`src/rtl/cdi_bus_pkg.sv`:
```
// Shared types and address map for the CD-i bus sequencer.
// Byte-address regions are checked in priority order by decode_region().
package cdi_bus_pkg;

  typedef enum logic [2:0] {
    REG_MCD212,
    REG_CDIC,
    REG_SLAVE,
    REG_NVRAM,
    REG_UNMAPPED,
    REG_ERR
  } region_e;

  typedef enum logic [2:0] {
    ST_IDLE,
    ST_WAIT_FIX,
    ST_WAIT_ACK,
    ST_ACK,
    ST_BERR,
    ST_HOLD
  } bus_state_e;

  // Byte-address boundaries
  localparam logic [23:0] ERR_LO_BASE    = 24'h600000;
  localparam logic [23:0] ERR_LO_END     = 24'hCFFFFF;
  localparam logic [23:0] ERR_HI_BASE    = 24'hF00000;
  localparam logic [23:0] MCD212_LO_END  = 24'h27FFFF;
  localparam logic [23:0] MCD212_HI_BASE = 24'h400000;
  localparam logic [23:0] MCD212_HI_END  = 24'h5FFFFF;
  localparam logic [7:0]  CDIC_PAGE      = 8'h30;
  localparam logic [7:0]  SLAVE_PAGE     = 8'h31;
  localparam logic [7:0]  NVRAM_PAGE     = 8'h32;

  // Chip-select vector bit order: {mcd212, cdic, slave, nvram}
  function automatic region_e decode_region(input logic [23:1] addr);
    logic [23:0] a;
    region_e     r;
    a = {addr, 1'b0};
    if ((a >= ERR_LO_BASE && a <= ERR_LO_END) || a >= ERR_HI_BASE) r = REG_ERR;
    else if (a[23:16] == CDIC_PAGE)                                 r = REG_CDIC;
    else if (a[23:16] == SLAVE_PAGE)                                r = REG_SLAVE;
    else if (a[23:16] == NVRAM_PAGE)                                r = REG_NVRAM;
    else if (a <= MCD212_LO_END || (a >= MCD212_HI_BASE && a <= MCD212_HI_END))
                                                                    r = REG_MCD212;
    else                                                            r = REG_UNMAPPED;
    return r;
  endfunction

  function automatic logic [3:0] region_cs(input region_e r);
    logic [3:0] cs;
    case (r)
      REG_MCD212: cs = 4'b1000;
      REG_CDIC:   cs = 4'b0100;
      REG_SLAVE:  cs = 4'b0010;
      REG_NVRAM:  cs = 4'b0001;
      default:    cs = 4'b0000;
    endcase
    return cs;
  endfunction

endpackage

```
`src/rtl/cdi_edge_sync.sv`:
```
// One-flop rising-edge detector. History resets high so a pin that
// is already high at reset release does not look like an edge.
module cdi_edge_sync (
  input  logic clk,
  input  logic reset,
  input  logic din,
  output logic rise
);

  logic hist;

  // Track the previous sample of din every cycle
  always_ff @(posedge clk) begin
    if (reset) hist <= 1'b1;
    else       hist <= din;
  end

  assign rise = din & ~hist;

endmodule

```
`src/rtl/cdi_bus_sequencer.sv`:
```
// SCC68070 bus sequencer: address decode, chip selects, wait states,
// target-ack handling, single-cycle ack/err and registered read data.
// Optional bus timeout in WAIT_ACK is enabled by defining BUS_TIMEOUT_EN.
module cdi_bus_sequencer
  import cdi_bus_pkg::*;
#(
  parameter int CDIC_WAIT       = 1,
  parameter int NVRAM_WAIT      = 2,
  parameter int TIMEOUT_CYCLES  = 1024,
  parameter int SLAVE_IRQ_DELAY = 20
) (
  input  logic        clk,
  input  logic        reset,
  input  logic [23:1] cpu_addr,
  input  logic        cpu_as,
  input  logic        cpu_uds,
  input  logic        cpu_lds,
  input  logic        cpu_write,
  output logic        cpu_bus_ack,
  output logic        cpu_bus_err,
  output logic [15:0] cpu_data_in,
  output logic        cs_mcd212,
  output logic        cs_cdic,
  output logic        cs_slave,
  output logic        cs_nvram,
  input  logic        mcd212_ack,
  input  logic        slave_dtackn,
  input  logic [15:0] mcd212_dout,
  input  logic [15:0] cdic_dout,
  input  logic [15:0] slave_dout,
  input  logic [15:0] nvram_dout,
  output logic        slave_irq
);

  bus_state_e  state, next_state;
  region_e     region_q, dec_region;
  logic        write_q;
  logic [3:0]  wait_n, wcnt;
  logic [3:0]  cs_q;
  logic [15:0] irq_cnt;
  logic [15:0] rd_data;
  logic        start, dtack_rise, target_ack, fix_done, timeout_hit;

  assign start      = cpu_as && (cpu_uds || cpu_lds);
  assign dec_region = decode_region(cpu_addr);
  assign fix_done   = ({1'b0, wcnt} + 5'd1) >= {1'b0, wait_n};
  assign target_ack = (region_q == REG_MCD212) ? mcd212_ack :
                      (region_q == REG_SLAVE)  ? dtack_rise : 1'b0;

  cdi_edge_sync u_dtack_sync (
    .clk   (clk),
    .reset (reset),
    .din   (slave_dtackn),
    .rise  (dtack_rise)
  );

`ifdef BUS_TIMEOUT_EN
  logic [15:0] tcnt;
  assign timeout_hit = (tcnt == 16'(TIMEOUT_CYCLES - 1));

  // Count consecutive WAIT_ACK cycles; cleared whenever WAIT_ACK is left
  always_ff @(posedge clk) begin
    if (reset)                                                   tcnt <= '0;
    else if (state == ST_WAIT_ACK && next_state == ST_WAIT_ACK) tcnt <= tcnt + 16'd1;
    else                                                         tcnt <= '0;
  end
`else
  // No timeout hardware: WAIT_ACK waits for the target indefinitely
  assign timeout_hit = 1'b0 && (TIMEOUT_CYCLES > 0);
`endif

  // Next-state decode
  always_comb begin
    // NOTE: default first so every path assigns next_state and no latch is inferred.
    next_state = state;
    case (state)
      ST_IDLE: begin
        if (start) begin
          case (dec_region)
            REG_ERR:               next_state = ST_BERR;
            REG_MCD212, REG_SLAVE: next_state = ST_WAIT_ACK;
            default:               next_state = ST_WAIT_FIX;
          endcase
        end
      end
      ST_WAIT_FIX: begin
        if (!cpu_as)       next_state = ST_IDLE;
        else if (fix_done) next_state = ST_ACK;
      end
      ST_WAIT_ACK: begin
        if (!cpu_as)          next_state = ST_IDLE;
        else if (target_ack)  next_state = ST_ACK;
        else if (timeout_hit) next_state = ST_BERR;
      end
      ST_ACK, ST_BERR: next_state = ST_HOLD;
      ST_HOLD:         if (!cpu_as) next_state = ST_IDLE;
      default:         next_state = ST_IDLE;
    endcase
  end

  // Read data mux; unmapped reads float high
  always_comb begin
    case (region_q)
      REG_MCD212: rd_data = mcd212_dout;
      REG_CDIC:   rd_data = cdic_dout;
      REG_SLAVE:  rd_data = slave_dout;
      REG_NVRAM:  rd_data = nvram_dout;
      default:    rd_data = 16'hFFFF;
    endcase
  end

  // State, cycle context, chip selects and the registered CPU responses
  always_ff @(posedge clk) begin
    if (reset) begin
      state       <= ST_IDLE;
      region_q    <= REG_UNMAPPED;
      write_q     <= 1'b0;
      wait_n      <= '0;
      wcnt        <= '0;
      cs_q        <= '0;
      cpu_bus_ack <= 1'b0;
      cpu_bus_err <= 1'b0;
      cpu_data_in <= '0;
    end else begin
      // NOTE: non-blocking assignments so every register samples pre-edge values.
      state       <= next_state;
      cpu_bus_ack <= (state == ST_ACK);
      cpu_bus_err <= (state == ST_BERR);
      if (state == ST_ACK && !write_q) cpu_data_in <= rd_data;

      if (state == ST_IDLE && start) begin
        region_q <= dec_region;
        write_q  <= cpu_write;
        cs_q     <= region_cs(dec_region);
        case (dec_region)
          REG_CDIC:  wait_n <= 4'(CDIC_WAIT);
          REG_NVRAM: wait_n <= 4'(NVRAM_WAIT);
          default:   wait_n <= 4'd0;
        endcase
      end else if (next_state == ST_HOLD || next_state == ST_IDLE) begin
        cs_q <= '0;
      end

      if (state == ST_WAIT_FIX && next_state == ST_WAIT_FIX) wcnt <= wcnt + 4'd1;
      else                                                   wcnt <= '0;
    end
  end

  // Slave IRQ cooldown: reload on each slave cycle start, pulse when it reaches 1
  always_ff @(posedge clk) begin
    if (reset)                                                  irq_cnt <= '0;
    else if (state == ST_IDLE && start && dec_region == REG_SLAVE) irq_cnt <= 16'(SLAVE_IRQ_DELAY);
    else if (irq_cnt != 16'd0)                                  irq_cnt <= irq_cnt - 16'd1;
  end

  assign slave_irq = (irq_cnt == 16'd1);
  assign {cs_mcd212, cs_cdic, cs_slave, cs_nvram} = cs_q;

endmodule
```
`config.mk`:
```
export PLATFORM = sky130hd
export DESIGN_NAME = cdi_bus_sequencer
export DESIGN_NICKNAME = d
export VERILOG_FILES = /design/src/rtl/cdi_bus_pkg.sv /design/src/rtl/cdi_edge_sync.sv /design/src/rtl/cdi_bus_sequencer.sv
export SDC_FILE = /design/constraint.sdc
export NUM_CORES = 1
export LEC_CHECK = 0
export BUFFER_PORTS_ARGS = -buffer_cell sky130_fd_sc_hd__buf_2
export CAP_MARGIN = 20
export CORE_ASPECT_RATIO = 0.7
export CORE_MARGIN = 2
export CORE_UTILIZATION = 50
export DETAILED_ROUTE_END_ITERATION = 10
export GPL_TIMING_DRIVEN = 0
export PLACE_DENSITY_LB_ADDON = 0.15
export RECOVER_POWER = 100
export SETUP_SLACK_MARGIN = 0.5
export SYNTH_ARGS = -nofsm -noshare
export SYNTH_HDL_FRONTEND = slang
export SYNTH_SLANG_ARGS = --single-unit
```
`constraint.sdc`:
```
create_clock -name clk -period 5.2 [get_ports clk]
set_clock_uncertainty 0.15 [all_clocks]
set_input_delay 1.04 -clock clk [delete_from_list [all_inputs] [get_ports clk]]
set_output_delay 1.04 -clock clk [all_outputs]
set_load 0.01 [all_outputs]
```
; ---- Yosys cells after proc, flatten, opt, wreduce, memory -nomap -nowiden
; Cells that the tools add are included.
[word_totals]
word_cells = 88
output_inout_bits = 23
ff_bits = 54
latchBits = 0
rom_bits = 0
ram_bits = 0
memories = 0
in_bits = 95
[op_classes]
n_bitwise = 3
n_lt_le_gt_ge = 7
mux = 22
n_reduce_logical = 23
n_mul = 0
addsub = 3
div_mod_pow = 0
shifts = 0
n_eq_ne = 18
[op_table]
columns = op, count
row1 = 16-bit case mux with 4 select lines, 1
row2 = 24-bit by 23-bit greater-or-equal comparator with 1-bit output (second input constant), 2
row3 = 3-bit two-way mux, 11
row4 = 8-bit by 6-bit equality test with 1-bit output (second input constant), 3
row5 = 24-bit greater-or-equal comparator (second input constant), 1
row6 = 24-bit by 22-bit less-or-equal comparator with 1-bit output (second input constant), 1
row7 = 24-bit by 23-bit less-or-equal comparator with 1-bit output (second input constant), 1
row8 = 24-bit less-or-equal comparator (second input constant), 1
row9 = 3-bit by 2-bit equality test with 1-bit output (second input constant), 6
row10 = 16-bit by 1-bit equality test with 1-bit output (second input constant), 1
row11 = 4-bit case mux with 4 select lines, 1
row12 = 16-bit nonzero test, 1
row13 = 16-bit by 1-bit subtractor with 16-bit output (second input constant), 1
row14 = 3-bit case mux with 5 select lines, 1
row15 = 3-bit by 1-bit equality test with 1-bit output (second input constant), 4
row16 = 3-bit equality test (second input constant), 4
row17 = 3-bit logical NOT, 4
row18 = 5-bit two-way mux, 2
row19 = 4-bit two-way mux, 2
row20 = 2-bit OR reduction, 4
row21 = 1-bit logical AND, 7
row22 = 3-bit case mux with 2 select lines, 1
row23 = 4-bit by 1-bit adder with 5-bit output (second input constant), 1
row24 = 5-bit by 4-bit greater-or-equal comparator with 1-bit output, 1
row25 = 8 further kinds, 14

; ---- Depth between registers and ports, before layout
[depth]
word_depth = 17
depth_mapped = 7
mapped_depth_nobuf = 6

; ---- Cells and area by module
; Synthesis repeated with hierarchy kept, for this count alone.
[hier_totals]
cells_unflattened = 302
hier_area_um2 = 2751.4
[by_module_without_submodules]
columns = mod, area_per_inst_um2, cells_each, instances
row1 = cdi_bus_sequencer, 2718.9, 299, 1
row2 = cdi_edge_sync, 32.5, 3, 1

; ---- Worst setup path after synthesis
; Ideal clock, no wire load.
[synth_timing]
path_type = register to output
from = reg irq_cnt[8]
to = out slave_irq
stages_incl_launch_ff = 4
required_time_ns = 4.010
n_path_buf = 0
path_slack_ns = 2.562
arrival_time_ns = 1.448
path_cell_list = dfxtp_1 or4_1 nor4_1 and2_1
[synth_via]
elab_chain_cells = 1
[synth_lines]
columns = element, line
row1 = start: declaration, cdi_bus_sequencer.sv:40  ; logic [15:0] irq_cnt;
row2 = start signal: assignment, cdi_bus_sequencer.sv:152  ; else if (state == ST_IDLE && start && dec_region == REG_SLAVE) irq_cnt <= 16'(SLAVE_IRQ_DELAY);
row3 = start signal: assignment, cdi_bus_sequencer.sv:153  ; else if (irq_cnt != 16'd0) irq_cnt <= irq_cnt - 16'd1;
row4 = 16-bit by 1-bit equality test with 1-bit output, cdi_bus_sequencer.sv:156  ; assign slave_irq = (irq_cnt == 16'd1);
row5 = end: declaration, cdi_bus_sequencer.sv:32  ; output logic slave_irq
; Every way passes these cells.

; ---- Final worst setup path
; Same ends and word-level chain as after synthesis.

==> impl_metrics.yaml <==
status:
  status: "finished clean"
sta:
  slew_headroom_pct: 19.01
  slew_violations: 0
  worst_slack_ns: 1.885
  fin_crit_sh_pct: 63.75
  worst_pin_slew_ns: 1.202
  setup_viol: 0
  setup_tns_ns: 0
  period_needed_ns: 3.315
  max_freq_mhz: 301.7
  rsz0062_at_grt: "no"
  finalHoldViolCount: 0
synthesis:
  synth_top_cells_by_count: "dfxtp_1 (52), nor3_1 (44), nor2_1 (25)"
  synth-simple-area-share_pct: 25.29
  synth.most_common_cell: "dfxtp_1"
  yosysWarnings: 0
  synth_top_family_by_area: "simple AND/OR/NAND/NOR gates"
  synth_top_area_share_pct: 37.24
  synth_cells: 311
  yosysSeqAreaShare_pct: 37.24
  synth-compound-area-share_pct: 15.35
  synth_xor_area_share_pct: 0.6267
  syn_area_mm2: 0.002795
  yosys.area.top_type: "dfxtp_1"
  muxShareOfSynthArea_pct: 14.32
  postSynthAreaPerCell_um2: 8.988
  synth_seq_cells: 52
  synth_ff_type: "dfxtp_1"
  synth-edff-count: 0
  synthAdderAreaFrac_pct: 2.238
  asyncSetResetFlopFracSynth_pct: 0
  yosys-top-cells-area: "dfxtp_1 (37%), mux4_2 (13%), nor3_1 (7.9%), nor2_1 (3.4%), a21oi_1 (3.2%)"
  synth_cell_types: 48
placement:
  dpl.hpwl_um: 5497
  place.gp.congestion: 0.8588
  dp_slack_ns: 2.198
  placed_cells: 485
  io_buffers: 101
clock_network:
  hold_buffers: 0
  h-tree-depth: 2
  cts-root-buf: "clkbuf_8"
  postCtsSetupRepairBufs: 0
  ctsLongestPathBuffers: 2
  cts_tree: "done"
  clock-sinks: 52
  post_cts_resized: 0
  cts_made_buffers: 5
  clkTransAtPathRegs_ns: 0.09
  insertion_delay_ns: 0.31
min_path:
  worstHoldPathType: "flop to flop"
worst_setup_path:
  max_stage_delay_ns: 0.62
  end_kind: "output port"
  cp_slowest_cell: "or4_1"
  cp.required_ns: 4.01
  path_class: "flop to output port"
  path_cells: "or4_1 > nor4_1 > and2_0 > buf_2"
  critPathLaunchType: "flop"
  critical_path_arrival_ns: 2.12
  critical_path_buf_inv_count: 1
  crit_path_max_fanout: 6
  crit_family: "simple AND/OR/NAND/NOR gates"
floorplanning:
  row_count: 22
  core_mm2: 0.005313
  die_area_mm2: 0.006214
  ios: 118
  die_width_um: 93.37
  die_height_um: 66.56
  initial_utilization_pct: 52.61
flow_run:
  maxCapViolCount: 0
power_and_ir_drop:
  p_leak_nw: 1.319
  powerDensity_mw_per_mm2: 398.0
  total_power_mw: 1.369
  irDropWorstVdd_uv: 320.5
cells_and_area:
  antenna_cells: 0
  drive_above_1_share_pct: 27.38
  multi_input_area_mm2: 0.001624
  area_growth_pct: 23.10
  final_cells: 492
  seqCellArea_mm2: 0.001041
  fin_nets: 520
  nFillCells: 475
routing:
  wl_per_cell_um: 14.29
  wl_um: 7030
  drc: 0
  firstDrtPassIters: 6
  ant_nets: 0
  drt-initial-drc-count: 156
  vias: 2796
  avgViaCountPerCell: 5.683
global_routing:
  grt_antenna_before_repair: 0
  gr-total-overflow: 0
  grt_max_degree: 15
  grt_pass1_vias: 2484
  track_usage_pct: 23.67
  grt_pass1_wl_um: 11540
path summary, 6_finish.rpt:
kind	endpoint	startpoint	depth (start not counted)	slack, ns
setup / recovery	slave_irq	irq_cnt[8]$_SDFFE_PP0P_	4	1.89
hold / removal	irq_cnt[7]$_SDFFE_PP0P_	irq_cnt[7]$_SDFFE_PP0P_	2	0.31
setup reg to reg	irq_cnt[0]$_SDFFE_PP0P_	state[1]$_SDFF_PP0_	5	2.27
hold reg to reg	irq_cnt[7]$_SDFFE_PP0P_	irq_cnt[7]$_SDFFE_PP0P_	2	0.31
report_power, final:
group          internal, mW  total (mW)  switching [mW]
Sequential            0.462       0.525          0.0633
Clock                0.0919       0.223           0.131
Combinational         0.272       0.621           0.349
worst register-to-register path, delay by kind of cell, from the launching register on:
family,cells,cell delay [ns]
AND/OR/NAND/NOR,2,0.54
buffers and inverters,1,0.20
flip-flops,1,0.31
AO/OA/AOI/OAI,2,1.56
sequential cells by signal, summed over array words and instances (netlist names):
register           flops
cpu_bus_ack            1
cpu_bus_err            1
cpu_data_in           16
cs_q                   4
irq_cnt               16
region_q               3
state                  3
u_dtack_sync.hist      1
wait_n                 2
wcnt                   4
write_q                1
cell families after synthesis:
group,Yosys count
buf+inv,35
xor+xnor,2
simple gates,133
flops,52
mux,20
fa+ha+maj,5
other cells,1
compound gates,63
per-layer routing:
layer / vias up / wire length [um] / track usage (%)
met5: - / 0 / 0
met4: 0 / 78 / 6.618
met3: 8 / 544 / 4.864
met2: 98 / 2967 / 33.54
met1: 1308 / 3440 / 36.17
li1: 1382 / - / -
layout by cell type (no fill, tap or decap), drive strengths merged, types with 8 or more instances in the layout:
master  netlist  final
a21oi        18     18
buf           2     78
clkbuf       21     52
dfxtp        52     52
inv          12     12
mux4         16     16
nand2        15     15
nor2         25     25
nor3         44     44
o211ai        9      9
o21ai         9      9
or2           8      8
or3           8      8
or4           9      9
through the flow:
| step | util, % | hold WS (ns) | instance area, um^2 |
|---|---|---|---|
| 2_1_floorplan | - | 0.2819 | 2799 |
| 3_3_place_gp | 63.90 | 0.2909 | 3395 |
| 3_5_place_dp | 63.90 | 0.3024 | 3395 |
| 4_1_cts | 65.36 | 0.3150 | 3472 |
| 5_1_grt | 64.77 | 0.3465 | 3441 |
| 6_report | 64.77 | 0.3116 | 3441 |
area by class of cell:
class                           count  share of cell area [%]
Multi-Input combinational cell    225                   47.20
Sequential cell                    52                   30.25
Timing Repair Buffer              101                   13.82
Tap cell                           72                   2.618
Buffer                             23                   2.545
Clock buffer                        6                   2.109
Inverter                           12                   1.309
Clock inverter                      1                  0.1455
(Power assumes the default switching activity.)
